### config.mk
export PLATFORM = sky130hd
export DESIGN_NAME = qei_decoder
export DESIGN_NICKNAME = d
export VERILOG_FILES = /design/src/rtl/qei_pkg.sv /design/src/rtl/qei_input_filter.sv /design/src/rtl/qei_decoder.sv
export SDC_FILE = /design/constraint.sdc
export NUM_CORES = 1
export LEC_CHECK = 0
export ABC_AREA = 1
export CAP_MARGIN = 20
export CORE_MARGIN = 2
export CORE_UTILIZATION = 57
export CTS_BUF_LIST = sky130_fd_sc_hd__clkbuf_8
export DETAILED_ROUTE_END_ITERATION = 8
export PLACE_DENSITY_LB_ADDON = 0.05
export SLEW_MARGIN = 5
export SYNTH_ARGS = -nofsm -noshare
export SYNTH_HDL_FRONTEND = slang
export SYNTH_SLANG_ARGS = --single-unit
### constraint.sdc
create_clock -name clk -period 3.31 [get_ports clk]
set_input_delay 0.662 -clock clk [delete_from_list [all_inputs] [get_ports clk]]
set_output_delay 0.662 -clock clk [all_outputs]
set_load 0.005 [all_outputs]
### src/rtl/qei_pkg.sv
// Shared definitions for the quadrature encoder front end: step encoding,
// the {a,b} transition decoder and a range check used for saturation.
package qei_pkg;

    // Encoded step produced by one decoded {a,b} transition.
    typedef logic [1:0] step_t;

    localparam step_t STEP_NONE = 2'b00;
    localparam step_t STEP_UP   = 2'b01;
    localparam step_t STEP_DOWN = 2'b10;
    localparam step_t STEP_ERR  = 2'b11;

    // Result of a saturation range check.
    localparam logic [1:0] SAT_IN = 2'b00;
    localparam logic [1:0] SAT_HI = 2'b01;
    localparam logic [1:0] SAT_LO = 2'b10;

    // Decode previous/current filtered {a,b}. A leading B
    // (00 -> 10 -> 11 -> 01 -> 00) counts up, the reverse counts down and
    // a simultaneous change of both bits cannot be attributed to a direction.
    function automatic step_t qei_decode(input logic [1:0] prev_ab,
                                         input logic [1:0] cur_ab);
        step_t s;
        case ({prev_ab, cur_ab})
            4'b0010, 4'b1011, 4'b1101, 4'b0100: s = STEP_UP;
            4'b0001, 4'b0111, 4'b1110, 4'b1000: s = STEP_DOWN;
            4'b0011, 4'b1100, 4'b0110, 4'b1001: s = STEP_ERR;
            default:                            s = STEP_NONE;
        endcase
        return s;
    endfunction

    // Signed increment for a step; an illegal transition contributes nothing.
    function automatic logic signed [1:0] step_value(input step_t s);
        logic signed [1:0] v;
        case (s)
            STEP_UP:   v = 2'sb01;
            STEP_DOWN: v = 2'sb11;
            default:   v = 2'sb00;
        endcase
        return v;
    endfunction

    // Report whether a wide signed value lies above, below or inside the
    // two's complement range of a 'width'-bit signed number. The caller
    // substitutes its own width-sized limits, which keeps this reusable
    // for any output width.
    function automatic logic [1:0] sat_check(input logic signed [63:0] val,
                                             input int unsigned        width);
        logic signed [63:0] hi;
        logic signed [63:0] lo;
        logic [1:0]         r;
        hi = (64'sd1 <<< (width - 32'd1)) - 64'sd1;
        lo = -(64'sd1 <<< (width - 32'd1));
        if (val > hi) begin
            r = SAT_HI;
        end else if (val < lo) begin
            r = SAT_LO;
        end else begin
            r = SAT_IN;
        end
        return r;
    endfunction

endpackage

### src/rtl/qei_input_filter.sv
// Two-flop synchroniser followed by a stability filter for one encoder pin.
// The filtered bit only follows the synchronised pin once the new level has
// been held for FILTER_LEN consecutive cycles; any bounce restarts the count.
module qei_input_filter #(
    parameter int FILTER_LEN = 4
) (
    input  logic clk,
    input  logic reset,
    input  logic raw,
    output logic filtered
);

    localparam int CNT_W = $clog2(FILTER_LEN + 1);

    logic              sync1_reg;
    logic              sync2_reg;
    logic              filt_reg;
    logic [CNT_W-1:0]  cnt_reg;

    // Synchronise the pin, then count how long it has disagreed with the
    // filtered level; accept it when the count reaches FILTER_LEN.
    always_ff @(posedge clk) begin
        if (reset) begin
            sync1_reg <= 1'b0;
            sync2_reg <= 1'b0;
            filt_reg  <= 1'b0;
            cnt_reg   <= '0;
        end else begin
            sync1_reg <= raw;
            sync2_reg <= sync1_reg;
            if (sync2_reg != filt_reg) begin
                if (cnt_reg == CNT_W'(FILTER_LEN - 1)) begin
                    filt_reg <= sync2_reg;
                    cnt_reg  <= '0;
                end else begin
                    cnt_reg <= cnt_reg + 1'b1;
                end
            end else begin
                cnt_reg <= '0;
            end
        end
    end

    assign filtered = filt_reg;

endmodule

### src/rtl/qei_decoder.sv
// Quadrature encoder front end: filtered A/B/Z pins, 4x decode into a
// wrapping signed position, index capture, sticky illegal-transition flag
// and a windowed, saturated velocity measurement.
module qei_decoder
    import qei_pkg::*;
#(
    parameter int FILTER_LEN = 4,
    parameter int POS_W      = 32,
    parameter int VEL_W      = 16,
    parameter int VEL_PERIOD = 50000
) (
    input  logic                    clk,
    input  logic                    reset,
    input  logic                    enc_a,
    input  logic                    enc_b,
    input  logic                    enc_z,
    input  logic                    index_clr_en,
    input  logic                    pos_load,
    input  logic [POS_W-1:0]        pos_load_val,
    input  logic                    err_clr,
    output logic signed [POS_W-1:0] position,
    output logic signed [POS_W-1:0] index_pos,
    output logic                    index_seen,
    output logic                    err,
    output logic signed [VEL_W-1:0] velocity,
    output logic                    vel_valid
);

    localparam int ACC_W = VEL_W + 2;
    localparam int WIN_W = $clog2(VEL_PERIOD);

    localparam logic signed [VEL_W-1:0] VEL_MAX = {1'b0, {(VEL_W-1){1'b1}}};
    localparam logic signed [VEL_W-1:0] VEL_MIN = {1'b1, {(VEL_W-1){1'b0}}};
    localparam logic signed [ACC_W-1:0] ACC_MAX = {1'b0, {(ACC_W-1){1'b1}}};
    localparam logic signed [ACC_W-1:0] ACC_MIN = {1'b1, {(ACC_W-1){1'b0}}};

    // ------------------------------------------------------------------
    // Pin conditioning: bit 0 = A, bit 1 = B, bit 2 = Z
    // ------------------------------------------------------------------
    logic [2:0] raw_pins;
    logic [2:0] filt;

    assign raw_pins = {enc_z, enc_b, enc_a};

    generate
        for (genvar gi = 0; gi < 3; gi++) begin : g_filter
            qei_input_filter #(
                .FILTER_LEN (FILTER_LEN)
            ) u_filter (
                .clk      (clk),
                .reset    (reset),
                .raw      (raw_pins[gi]),
                .filtered (filt[gi])
            );
        end
    endgenerate

    // ------------------------------------------------------------------
    // Decode stage
    // ------------------------------------------------------------------
    logic [1:0] cur_ab;
    logic [1:0] prev_ab_reg;
    step_t      step_reg;
    logic       z_prev_reg;
    logic       z_rise_reg;

    assign cur_ab = {filt[0], filt[1]};

    // Register the decoded transition and the index edge so that both
    // reach the position logic in the same cycle.
    always_ff @(posedge clk) begin
        if (reset) begin
            prev_ab_reg <= 2'b00;
            step_reg    <= STEP_NONE;
            z_prev_reg  <= 1'b0;
            z_rise_reg  <= 1'b0;
        end else begin
            prev_ab_reg <= cur_ab;
            step_reg    <= qei_decode(prev_ab_reg, cur_ab);
            z_prev_reg  <= filt[2];
            z_rise_reg  <= filt[2] & ~z_prev_reg;
        end
    end

    logic signed [1:0] step_val;
    assign step_val = step_value(step_reg);

    // ------------------------------------------------------------------
    // Position, index capture and error flag
    // ------------------------------------------------------------------
    logic signed [POS_W-1:0] position_reg;
    logic signed [POS_W-1:0] position_next;
    logic signed [POS_W-1:0] index_pos_reg;
    logic                    index_seen_reg;
    logic                    err_reg;
    logic                    err_next;

    // Load beats index clear, which beats the step; the count wraps.
    always_comb begin
        position_next = position_reg;
        if (pos_load) begin
            position_next = $signed(pos_load_val);
        end else if (z_rise_reg && index_clr_en) begin
            position_next = '0;
        end else begin
            position_next = position_reg + POS_W'(step_val);
        end
    end

    // A new illegal transition wins over a clear issued in the same cycle.
    always_comb begin
        err_next = (err_reg & ~err_clr) | (step_reg == STEP_ERR);
    end

    // Position state; index_pos takes the count from before this cycle.
    always_ff @(posedge clk) begin
        if (reset) begin
            position_reg   <= '0;
            index_pos_reg  <= '0;
            index_seen_reg <= 1'b0;
            err_reg        <= 1'b0;
        end else begin
            position_reg <= position_next;
            err_reg      <= err_next;
            if (z_rise_reg) begin
                index_pos_reg  <= position_reg;
                index_seen_reg <= 1'b1;
            end
        end
    end

    // ------------------------------------------------------------------
    // Velocity window
    // ------------------------------------------------------------------
    logic [WIN_W-1:0]        win_cnt_reg;
    logic                    win_end;
    logic signed [ACC_W-1:0] acc_reg;
    logic signed [ACC_W-1:0] acc_next;
    logic signed [63:0]      acc_sum;
    logic signed [VEL_W-1:0] vel_sat;
    logic signed [VEL_W-1:0] velocity_reg;
    logic                    vel_valid_reg;

    assign win_end = (win_cnt_reg == WIN_W'(VEL_PERIOD - 1));
    assign acc_sum = 64'(acc_reg) + 64'(step_val);

    // Saturate the running sum both into the accumulator and the output.
    always_comb begin
        case (sat_check(acc_sum, ACC_W))
            SAT_HI:  acc_next = ACC_MAX;
            SAT_LO:  acc_next = ACC_MIN;
            default: acc_next = acc_sum[ACC_W-1:0];
        endcase
        case (sat_check(acc_sum, VEL_W))
            SAT_HI:  vel_sat = VEL_MAX;
            SAT_LO:  vel_sat = VEL_MIN;
            default: vel_sat = acc_sum[VEL_W-1:0];
        endcase
    end

    // Free-running window; the terminal cycle's step is folded into the
    // published value and the accumulator restarts from zero.
    always_ff @(posedge clk) begin
        if (reset) begin
            win_cnt_reg   <= '0;
            acc_reg       <= '0;
            velocity_reg  <= '0;
            vel_valid_reg <= 1'b0;
        end else begin
            vel_valid_reg <= win_end;
            if (win_end) begin
                win_cnt_reg  <= '0;
                acc_reg      <= '0;
                velocity_reg <= vel_sat;
            end else begin
                win_cnt_reg <= win_cnt_reg + 1'b1;
                acc_reg     <= acc_next;
            end
        end
    end

    assign position   = position_reg;
    assign index_pos  = index_pos_reg;
    assign index_seen = index_seen_reg;
    assign err        = err_reg;
    assign velocity   = velocity_reg;
    assign vel_valid  = vel_valid_reg;

endmodule

== After elaboration in Yosys (flattened, before gate mapping) ==
Memory sizes are Yosys's and may differ from the RTL's. A register that Yosys moved wholly into a read port is not among the register bits.
Cells that the tools add are included.
Word-level totals
  memory bits (read-only): 32
  register bits after elaboration: 139
  memories kept: 1
  bits of input ports: 40
  bits in writable memories: 0
  bits in latches: 0
  output and inout bits: 83
  logic and storage cells: 73
Memories
  (no name shown): depth 16, width 2, rd ports 1, clocked after Yosys merged registers in 1, wr ports 0, line qei_pkg.sv:24  | case ({prev_ab, cur_ab})
Cells by class
  bitwise logic cells: 8
  multiply operators: 0
  order comparisons: 4
  div/mod/pow operators: 0
  equality and inequality tests: 14
  $add $sub $neg: 6
  reduce and logical (&&, ||, !) cells: 8
  muxes and demuxes: 9
  shift-type cells: 0
Operators with widths (count)
  $mux 32: 2
  $pmux 18 s2: 1
  $add 32x2->32: 1
  $pmux 16 s2: 1
  $add 18x2->19: 1
  $gt 19x16->1 const B: 1
  $gt 19x18->1 const B: 1
  $lt 19x16->1 const B: 1
  $lt 19x18->1 const B: 1
  $add 16x1->16 const B: 1
  $eq 16x16->1 const B: 1
  $add 3x1->3 const B: 3
  $eq 3x2->1 const B: 3
  $reduce_or 3->1: 3
  $eq 2x2->1 const B: 4
  $mux 2: 4
  $eq 2x1->1 const B: 3
  $reduce_and 2->1: 3
  $not 1->1: 5
  $pmux 2 s2: 1
  $ne 1x1->1: 3
  $and 1x1->1: 2
  $reduce_or 2->1: 1
  $logic_and 1x1->1: 1
  $or 1x1->1: 1

== Depth between registers and ports, before layout ==
  word-level depth: 8
  depth in mapped cells: 25
  depth with buffers taken out: 22

== Cells and area by module ==
Synthesis repeated with hierarchy kept, for this count alone.
Second synthesis, totals
  cell total of the unflattened synthesis: 1406
  area, all modules: 8674.6 um^2
Modules (own cells, without submodules)
  qei_decoder: cells each 1325, sequential area each 2462.4 um^2, instances 1, area each 7995.2 um^2
  qei_input_filter: cells each 27, sequential area each 120.1 um^2, instances 3, area each 226.5 um^2

== Worst setup path after synthesis ==
Ideal clock, no wire load.
  path type: register -> register
  start: register step_reg[0]
  end: register velocity_reg[9], in the netlist velocity[9]
  cell stages (with the launch flop): 24
  required time: 3198 ps
  library setup time: 112 ps
  data arrival time: 2537 ps
  slack: 661 ps
  period minus slack after synthesis: 2649 ps
  path buffers: 3
  cell sequence: dfxtp_1 -> inv_1 -> ha_1 -> buf_6 -> inv_4 -> buf_6 -> nand2_1 -> nand2_1 -> inv_1 -> ha_1 -> o21bai_1 -> nand2_1 -> nand2_1 -> nand2_1 -> nand2_2 -> nand2_2 -> nand3_1 -> nand2_1 -> nand2_2 -> o21ai_4 -> buf_6 -> nand2_1 -> nand2_1 -> nand2_1
Between the ends
  word-level cells in the longest chain between the ends: 8
  elaborated cells between the ends (all ways): 11
  classes of those cells: add/sub: 1; order compare: 2; eq/ne: 4; mux: 4
Ends and longest elaborated chain
  from (decl): line qei_decoder.sv:63  | step_t step_reg;
  $eq 2x2->1 or $eq 2x1->1 (tied branches): line qei_pkg.sv:36  | case (s)
  $pmux 2 s2 (*): line qei_pkg.sv:36
  $add 18x2->19 (*): line qei_decoder.sv:145  | assign acc_sum = 64'(acc_reg) + 64'(step_val);
  $lt 19x16->1: line qei_pkg.sv:57  | end else if (val < lo) begin
  $mux 2: line qei_pkg.sv:57
  $mux 2: line qei_pkg.sv:55  | if (val > hi) begin
  $eq 2x2->1 or $eq 2x1->1 (tied branches): line qei_decoder.sv:154  | case (sat_check(acc_sum, VEL_W))
  $pmux 16 s2 (*): line qei_decoder.sv:154
  to (signal assigned): line qei_decoder.sv:174  | velocity_reg <= vel_sat;
  to (decl): line qei_decoder.sv:141  | logic signed [VEL_W-1:0] velocity_reg;
Mark *: on every way between the ends. The rest lies on a longest branch, timed or not.
A chain may end at the register's enable or synchronous reset.

== Worst setup path after layout ==
  start: register step_reg[0]
  end: register position_reg[28], in the netlist position[28]
Between the ends
  word-level cells in the longest chain between the ends: 5
  elaborated cells between the ends (all ways): 6
  classes of those cells: add/sub: 1; eq/ne: 2; mux: 3
Ends and longest elaborated chain
  $eq 2x2->1 or $eq 2x1->1 (tied branches): line qei_pkg.sv:36
  $pmux 2 s2 (*): line qei_pkg.sv:36
  $add 32x2->32 (*): line qei_decoder.sv:106  | position_next = position_reg + POS_W'(step_val);
  $mux 32 (*): line qei_decoder.sv:103  | end else if (z_rise_reg && index_clr_en) begin
  $mux 32 (*): line qei_decoder.sv:101  | if (pos_load) begin
  to (signal assigned): line qei_decoder.sv:123  | position_reg <= position_next;
  to (decl): line qei_decoder.sv:91  | logic signed [POS_W-1:0] position_reg;
Marked as above.

==> impl_metrics.tcl <==
set metrics [dict create \
    outcome "finished clean" \
    via_per_inst 5.39 \
    r2r_slack_ns 0.39 \
    antenna_found_initial 0 \
    synth_warnings 0 \
    n_fill_cell 1305 \
    timing.rr.end "position[28]" \
    vias 8862 \
    drc 0 \
    dr.pass1.iters 8 \
    async_reset_ff_frac 0 \
    yosysSeqAreaShare 0.338 \
    clock_sinks 141 \
    area_growth_pct 21.2 \
    stdcell_area_um2 10100 \
    post-route-period-util 0.881 \
    criticalPathCategory "reg2reg" \
    hold_viol_final 0 \
    cts_inserted_buffers 17 \
    synth_top_cell_area_share 0.338 \
    rsz0062_at_grt "false" \
    routed_wl_mm 23.9 \
    timing.rr.start "step_reg[0]" \
    port_buffers 122 \
    grt_max_degree 62 \
    holdCritPathClass "reg2reg" \
    dpl-instance-area_um2 9670 \
    finalCriticalPeriod_ns 2.92 \
    start_kind "flop" \
    rows 44 \
    post-place-ws_ns 0.236 \
    first_iter_violations 838 \
    tns_ns 0 \
    tightest_slew_ns 1.03 \
    die_h_um 125 \
    ys_ff_latch 141 \
    hold_ws_ns 0.392 \
    cp-startpoint "step_reg[0]" \
    ant_nets 0 \
    synth_top_cell_by_area "dfxtp_1" \
    core-area_um2 14400 \
    worstPathArrival_ns 3.29 \
    reg2reg_depth 20 \
    clkLatencyLatePin_ns 0.47 \
    p_per_area_nw_per_um2 342 \
    cap_viol_max_count 0 \
    grt_pass1_wl_mm 39.3 \
    cts_tree "built" \
    endpoint_kind "flop" \
    synth_area_per_cell_um2 6.27 \
    ctsLongestPathBuffers 2 \
    p_leak_nw 4.64 \
    synth_edf_count 0 \
    wl_per_cell_um 14.5 \
    setup_violations 0 \
    grt_usage 0.303 \
    die_area_um2 15600 \
    die_x_um 125 \
    yosysMostFrequentCell "nand2_1" \
    clkTransAtPathRegs_ns 0.09 \
    finalNetCount 1504 \
    fin_skew_ns 0.0122 \
    antenna_cells 0 \
    synth_nets 1388 \
    htree_levels 4 \
    synthCells 1332 \
    initial_utilization 0.579 \
    ir_drop_v 0.000427 \
    maxSlewHeadroom 0.313 \
    critPathRequiredTime_ns 3.68 \
    max_freq_ghz 0.343 \
    pin_count 123 \
    crit_path_end "position[28]" \
    setup_ws_ns 0.392 \
    netlist_top_cells_count "391 x nand2_1, 153 x inv_1, 149 x a21oi_1" \
    clockRootBuffer "clkbuf_8" \
    layout-drive-gt1-share 0.0739 \
    synthTopCellsByArea "dfxtp_1 34%, nand2_1 18%, a21oi_1 8.9%" \
    hpwl_mm 17.5 \
    place.gp.congestion 0.995 \
    synth_flop_cell "dfxtp_1" \
    netlist-cell-type-count 43 \
    grt_overflow 0 \
    utilization 0.702 \
    syn_area_um2 8350 \
    first_global_vias 8335 \
    drv_slew 0 \
    cp_max_fo 30 \
]
## critical path, cell delays in order, from the launching register on
cell	delay, ns
dfxtp_1	0.32
inv_1	0.11
ha_4	0.28
buf_6	0.28
nand2_1	0.08
inv_1	0.07
nor2_1	0.05
ha_1	0.19
a21oi_1	0.16
nor2_1	0.08
nand2_1	0.06
nand2_1	0.09
a21oi_1	0.29
inv_2	0.09
nand2_1	0.09
nand2_1	0.11
nand3_1	0.12
nand2_1	0.06
nand2_1	0.06
nand3_1	0.07
a21oi_1	0.18
## power breakdown
part | leakage [nW] | internal [W] | switching [W]
Clock | 0.196 | 0.000702 | 0.000747
Sequential | 1.14 | 0.00172 | 0.0000293
Combinational | 3.30 | 0.000124 | 0.000138
Total | 4.64 | 0.00255 | 0.000915
## cells by family after synthesis
group | Yosys count | synth area share
AND/OR/NAND/NOR | 694 | 0.352
AO/OA/AOI/OAI | 253 | 0.160
buffers and inverters | 208 | 0.106
flip-flops | 141 | 0.338
XOR/XNOR | 20 | 0.0210
adder cells (fa/ha/maj) | 16 | 0.0240
## cell usage in the layout (no fill, tap or decap), types with 3 or more instances in the layout
master           count
o21ai_1              5
clkinvlp_4           4
dfxtp_1            140
inv_2                7
nor3_1              12
clkdlybuf4s50_1    121
nor2_2              11
ha_1                15
nand3_1             90
a21o_1               3
inv_6                4
nor2_4               3
o21ai_0             77
o21bai_1             5
o21a_1               3
nand2_1            391
o211ai_1             4
xnor2_1              7
buf_4               19
nor2_1             137
nand2_4              4
a21oi_1            149
nand4_1             11
xor2_1              13
nand2_2             21
clkbuf_8            18
inv_1              154
nand3b_1             5
## cell type report
type	count	area (um2)	area share
Sequential cell	141	2820	0.279
Multi-Input combinational cell	983	4660	0.460
Timing Repair Buffer	143	1390	0.137
Tap cell	184	230	0.0227
Clock inverter	14	158	0.0156
Clock buffer	18	248	0.0245
Inverter	162	611	0.0603
## metrics by stage
step,power (W),std cells
CTS,0.00348,1643
finish,0.00347,1645
global placement,0.00205,1611
floorplan,0.00191,1332
detailed placement,0.00205,1611
global route,0.00359,1645
## worst min-delay path by stage
stage               cells past startpoint  slack (ns)  startpoint         end
finish                                  1        0.39  z_prev_reg  z_rise_reg
global placement                        1        0.37  z_prev_reg  z_rise_reg
floorplan                               1        0.38  z_prev_reg  z_rise_reg
detailed placement                      1        0.38  z_prev_reg  z_rise_reg
CTS                                     1        0.39  z_prev_reg  z_rise_reg
global route                            1        0.41  z_prev_reg  z_rise_reg
## layer usage
metal	track usage	share of wire	wire [um]
met5	0	0	0
met4	0.117	0.029	686
met3	0.0548	0.057	1350
met2	0.533	0.49	11600
met1	0.369	0.43	10200
## what timing repair did
item,CTS,global route
hold endpoints to repair,0,0
setup endpoints to repair,0,19
setup buffers,0,2
hold buffers,0,0
gates resized for setup,0,2
(Power assumes the default switching activity.)
